===== src/rtl/bcd_updown_counter_pkg.sv =====
// Shared constants and types for the multi-digit BCD up/down counter.
//   BCD_BIT_WIDTH : bits per BCD digit
//   BCD_MAX       : largest legal BCD digit value
//   cnt_state_t   : run/pause/clear control FSM state encoding
//   clamp_digit() : saturates a 4-bit nibble into the legal BCD range 0..9
package bcd_updown_counter_pkg;

    localparam int          BCD_BIT_WIDTH = 4;
    localparam logic [3:0]  BCD_MAX       = 4'd9;

    typedef enum logic [1:0] {
        CNT_IDLE  = 2'd0,
        CNT_RUN   = 2'd1,
        CNT_PAUSE = 2'd2
    } cnt_state_t;

    function automatic logic [BCD_BIT_WIDTH-1:0] clamp_digit(input logic [BCD_BIT_WIDTH-1:0] d);
        return (d > BCD_MAX) ? BCD_MAX : d;
    endfunction

endpackage


===== src/rtl/bcd_updown_counter_digit.sv =====
// Combinational single-digit BCD step.
//   value    : current digit value (0..9)
//   en       : carry/borrow in; the digit steps only when high
//   dir      : 0 = increment, 1 = decrement
//   lim      : clamped limit digit at this position
//   next     : digit value after the step
//   carry    : carry out (up, 9 -> 0) or borrow out (down, 0 -> 9)
//   at_bound : up: digit equals its limit digit; down: digit is zero
module bcd_digit
    import bcd_updown_counter_pkg::*;
(
    input  logic [BCD_BIT_WIDTH-1:0] value,
    input  logic                     en,
    input  logic                     dir,
    input  logic [BCD_BIT_WIDTH-1:0] lim,
    output logic [BCD_BIT_WIDTH-1:0] next,
    output logic                     carry,
    output logic                     at_bound
);

    always_comb begin
        next  = value;
        carry = 1'b0;
        if (en) begin
            if (!dir) begin
                if (value >= BCD_MAX) begin
                    next  = '0;
                    carry = 1'b1;
                end else begin
                    next = value + 4'd1;
                end
            end else begin
                if (value == '0) begin
                    next  = BCD_MAX;
                    carry = 1'b1;
                end else begin
                    next = value - 4'd1;
                end
            end
        end
    end

    assign at_bound = dir ? (value == '0) : (value == lim);

endmodule


===== src/rtl/bcd_updown_counter.sv =====
// Multi-digit BCD up/down counter with run/pause/clear control.
//   clk            : system clock
//   rst_n          : asynchronous active-low reset
//   tick           : one-cycle count strobe
//   pb_start       : one-pulse, toggles run/pause
//   pb_clear       : one-pulse, reloads the start value and stops
//   mode_selection : 0 = count up, 1 = count down
//   limit          : packed BCD upper bound (digits clamped to 9)
//   count          : packed BCD count, digit 0 least significant
//   running        : high while in RUN
//   wrap           : one-cycle pulse on wrap-around
module bcd_updown_counter
    import bcd_updown_counter_pkg::*;
#(
    parameter int DIGITS = 4
) (
    input  logic                            clk,
    input  logic                            rst_n,
    input  logic                            tick,
    input  logic                            pb_start,
    input  logic                            pb_clear,
    input  logic                            mode_selection,
    input  logic [BCD_BIT_WIDTH*DIGITS-1:0] limit,
    output logic [BCD_BIT_WIDTH*DIGITS-1:0] count,
    output logic                            running,
    output logic                            wrap
);

    localparam int W = BCD_BIT_WIDTH * DIGITS;

    cnt_state_t    state;
    logic [W-1:0]  lim_c;
    logic [W-1:0]  start_val;
    logic [W-1:0]  step_val;
    logic [DIGITS:0]   chain;
    logic [DIGITS-1:0] at_bound;
    logic          up_wrap;
    logic          down_zero;
    logic          above_lim;

    // The digit chain always receives a carry-in at digit 0: a tick is
    // exactly one unit step, propagated upward by carry/borrow.
    assign chain[0] = 1'b1;

    for (genvar g = 0; g < DIGITS; g++) begin : g_digit
        assign lim_c[g*BCD_BIT_WIDTH +: BCD_BIT_WIDTH] =
            clamp_digit(limit[g*BCD_BIT_WIDTH +: BCD_BIT_WIDTH]);

        bcd_digit u_digit (
            .value    (count[g*BCD_BIT_WIDTH +: BCD_BIT_WIDTH]),
            .en       (chain[g]),
            .dir      (mode_selection),
            .lim      (lim_c[g*BCD_BIT_WIDTH +: BCD_BIT_WIDTH]),
            .next     (step_val[g*BCD_BIT_WIDTH +: BCD_BIT_WIDTH]),
            .carry    (chain[g+1]),
            .at_bound (at_bound[g])
        );
    end

    assign start_val = mode_selection ? lim_c : '0;

    // With every nibble a legal BCD digit, packed BCD orders exactly like
    // an unsigned binary vector, so a plain magnitude compare suffices.
    assign above_lim = (count > lim_c);
    // Up: count >= L, built from the per-digit equality and the compare.
    assign up_wrap   = (&at_bound) | above_lim;
    // Down: a borrow rippling out of the top digit means count was zero.
    assign down_zero = chain[DIGITS];

    always_ff @(posedge clk or negedge rst_n) begin
        if (!rst_n) begin
            state   <= CNT_IDLE;
            count   <= '0;
            running <= 1'b0;
            wrap    <= 1'b0;
        end else begin
            wrap <= 1'b0;
            if (pb_clear) begin
                state   <= CNT_IDLE;
                count   <= start_val;
                running <= 1'b0;
            end else if (pb_start) begin
                // A tick coinciding with pb_start is deliberately dropped.
                if (state == CNT_RUN) begin
                    state   <= CNT_PAUSE;
                    running <= 1'b0;
                end else begin
                    if (state == CNT_IDLE) count <= start_val;
                    state   <= CNT_RUN;
                    running <= 1'b1;
                end
            end else begin
                case (state)
                    CNT_IDLE: count <= start_val;
                    CNT_RUN: begin
                        if (tick) begin
                            if (!mode_selection) begin
                                if (up_wrap) begin
                                    count <= '0;
                                    wrap  <= 1'b1;
                                end else begin
                                    count <= step_val;
                                end
                            end else begin
                                if (down_zero) begin
                                    count <= lim_c;
                                    wrap  <= 1'b1;
                                end else if (above_lim) begin
                                    // Saturate back into range, not a wrap.
                                    count <= lim_c;
                                end else begin
                                    count <= step_val;
                                end
                            end
                        end
                    end
                    CNT_PAUSE: ;
                    default: begin
                        state   <= CNT_IDLE;
                        running <= 1'b0;
                    end
                endcase
            end
        end
    end

endmodule

===== config.mk =====
export PLATFORM = sky130hd
export DESIGN_NAME = bcd_updown_counter
export DESIGN_NICKNAME = d
export VERILOG_FILES = /design/src/rtl/bcd_updown_counter_pkg.sv /design/src/rtl/bcd_updown_counter_digit.sv /design/src/rtl/bcd_updown_counter.sv
export SDC_FILE = /design/constraint.sdc
export NUM_CORES = 1
export LEC_CHECK = 0
export CORE_UTILIZATION = 48
export CTS_CLUSTER_SIZE = 12
export DETAILED_ROUTE_END_ITERATION = 16
export PLACE_DENSITY_LB_ADDON = 0.2
export SYNTH_ARGS = -nofsm -noshare
export SYNTH_HDL_FRONTEND = slang
export SYNTH_SLANG_ARGS = --single-unit

===== constraint.sdc =====
create_clock -name clk -period 2.75 [get_ports clk]
set_input_delay 0.825 -clock clk [delete_from_list [all_inputs] [get_ports clk]]
set_output_delay 0.825 -clock clk [all_outputs]
set_load 0.005 [all_outputs]

==> flow_metrics.py <==
metrics = {
    "run_status": {
        "outcome": "complete, but fails checks",
        "violations": "negative setup slack",
    },
    "layout": {
        "final_common_cell": "buf_4",
        "final_cell_mix": "buf_4, nor2_1, a21oi_1, clkdlybuf4s50_1",
        "diodes": 0,
        "syn2layout_area_growth_pct": 63.88,
        "drive_above_1_share_pct": 42.08,
        "layout.nets": 514,
        "final_core_util_pct": 82.97,
    },
    "timing": {
        "tightest_slew_ns": 0.5369,
        "final.setup.tns_ns": -2.673,
        "rsz0062_at_grt": "true",
        "setup_viol": 17,
        "period_minus_slack_ns": 3.069,
        "finalWorstSetupSlack_ns": -0.3191,
        "finalHoldViolCount": 0,
        "fmax_ghz": 0.3258,
        "post-route-period-util_pct": 111.6,
        "skew_ns": 0.004488,
        "final_max_slew_viol_count": 0,
        "slew_headroom_pct": 64.21,
    },
    "min_path": {
        "hp-class": "flip-flop to flip-flop",
    },
    "critical_path": {
        "cpMaxStageDelayCell": "a221oi_1",
        "crit_fanout": 8,
        "cp_cell_sequence": "buf_8 -> nor2_4 -> nor2_2 -> nor2_2 -> ha_1 -> nand4_1 -> buf_4 -> buf_6 -> a2111oi_4 -> o31a_1 -> buf_4 -> o211ai_1 -> a221oi_1",
        "critPathRequiredTime_ns": 2.91,
        "critPathLaunchType": "primary input",
        "arrival_ns": 3.23,
        "path_class": "primary input to flip-flop",
        "endpoint_kind": "flip-flop",
        "cpPeakStageDelay_ns": 0.38,
    },
    "die": {
        "die_h_microns": 75.87,
        "start_util_pct": 50.63,
        "core_sq_um": 5172,
        "io_pins": 40,
        "core.rowCount": 26,
        "dieWidth_microns": 75.87,
        "die_area_sq_um": 5756,
    },
    "global_routing": {
        "grt_pass1_wl_microns": 15500,
        "grt_usage_pct": 35.92,
        "grt_pass1_vias": 3294,
        "antenna_found_initial": 0,
        "grt_overflow_total": 0,
        "grt_max_degree": 20,
    },
    "clocking": {
        "clock_latency_ns": 0.28,
        "cts-root-buf": "clkbuf_8",
        "htreeDepth": 1,
        "clkTransAtPathRegs_ns": 0.10,
        "clock_path_buffers": 2,
        "cts_buffers": 3,
        "cts.sinks": 19,
        "cts_tree": "done",
    },
    "place": {
        "gp_congestion": 0.9042,
        "hpwl_microns": 6277,
        "place_ws_ns": -0.9259,
        "io_buffers": 39,
    },
    "routing": {
        "via_per_inst": 6.868,
        "drc_errors": 0,
        "postRouteAntennaNets": 0,
        "drtIter0Drc": 411,
        "first_pass_iters": 7,
        "routedWlPerCell_microns": 21.36,
        "vias": 3647,
        "wl_microns": 11340,
    },
    "yosys": {
        "synthTopCellsByArea": "dfrtp_1, ha_1, a21oi_1",
        "netlist_area_sq_um": 2619,
        "synth_top_area_share_pct": 18.16,
        "syn-instance-count": 340,
        "synth_top_area_cell": "dfrtp_1",
        "synth-seq-cells": 19,
        "syn_area_per_cell_sq_um": 7.702,
        "ys_warn_count": 0,
        "synthesis.nets": 392,
        "synthFlopType": "dfrtp_1",
        "synthArstFlopShare_pct": 100.0,
        "synth-edff-count": 0,
        "yosysSeqAreaShare_pct": 18.16,
        "synthDistinctLibCells": 67,
    },
    "pwr": {
        "power.leakage_nw": 1.778,
        "power_density_nw_per_um2": 370.1,
        "total_power_mw": 1.588,
        "ir_drop_mv": 0.2568,
    },
    "run": {
        "max-cap-violations": 0,
    },
}
[worst paths after layout]
kind / start / to / slack, ns / cells after the start
max in group asynchronous: rst_n / count[15] / 1.62 / 2
setup reg to reg: count[1] / count[10] / -0.17 / 9
hold reg to reg: running / state[1] / 0.64 / 3
min in group asynchronous: rst_n / count[13] / 0.89 / 2
hold / removal: running / state[1] / 0.64 / 3
setup / recovery: limit[14] / count[2] / -0.32 / 13
[stage by stage]
stage	hold slack (ns)	area, sq um	instances
after global placement	0.6257	3605	506
after floorplan	0.5294	2651	340
final	0.6436	4292	531
after global routing	0.7225	4292	531
after CTS	0.6445	4099	529
after detailed placement	0.6252	3605	506
[what timing repair did]
item / in CTS / in global routing
gates cloned: 0 / 0
resized for setup: 116 / 39
setup buffers: 21 / 3
endpoints found under the hold margin: 0 / 0
hold buffers: 0 / 0
setup endpoints to repair: 17 / 17
pin swaps: 39 / 26
[cell families (layout without fill, tap and decap cells)]
logic type / count (synthesis) / after routing / synth area share (%)
AO/OA/AOI/OAI: 123 / 123 / 33.54
flip-flops: 19 / 19 / 18.16
buffers and inverters: 40 / 161 / 6.163
AND/OR/NAND/NOR: 125 / 125 / 26.76
XOR/XNOR: 2 / 2 / 0.6690
multiplexers: 1 / 1 / 0.3822
adder cells (fa/ha/maj): 30 / 30 / 14.33
[cell usage after synthesis (3+ instances only)]
library cell	instances
nor2_1	30
nor2b_1	7
inv_1	21
nand3_1	10
or2_2	3
nand4_1	6
clkbuf_1	12
o211ai_1	11
a221oi_1	7
and2_1	3
dfrtp_1	19
or3b_2	4
nand2_1	24
a21oi_1	27
a31oi_1	14
nand2b_1	3
nor3_1	7
ha_1	30
nor3b_1	5
nor4_1	4
o31ai_1	9
o21ai_0	16
a211oi_1	6
or4_1	3
[worst max-delay path: cells and delay by family]
kind                       cells  cell delay (ns)
AOI/OAI and AO/OA              4             1.13
buffers and inverters          4             0.60
adders and majority gates      1             0.30
and+or+nand+nor                4             0.37
[per-layer routing]
metal	vias up	global-route usage (%)	wire, microns
met5	-	0	0
met4	0	17.70	722
met3	95	6.481	1196
met2	339	59.39	5233
met1	1660	44.96	4191
li1	1553	-	-
[power by group]
part,internal (mW),switching [mW],total (mW),leakage (nW)
combinational,0.481,0.519,0.999,1.51
clock,0.104,0.127,0.231,0.0228
sequential,0.307,0.0508,0.358,0.247
total,0.892,0.697,1.59,1.78
[layout make-up]
| cell class | count | area (sq um) |
|---|---|---|
| Clock buffer | 4 | 45.04 |
| Timing Repair Buffer | 136 | 1147 |
| Inverter | 21 | 88.84 |
| Multi-Input combinational cell | 281 | 2447 |
| Sequential cell | 19 | 475.5 |
| Fill cell | 290 | 880.8 |
| Tap cell | 70 | 87.58 |
[flip-flops by register name, summed over array words and instances (netlist names)]
name,flops
count,16
state,1
running,1
wrap,1
Power figures use the tool's default switching activity.
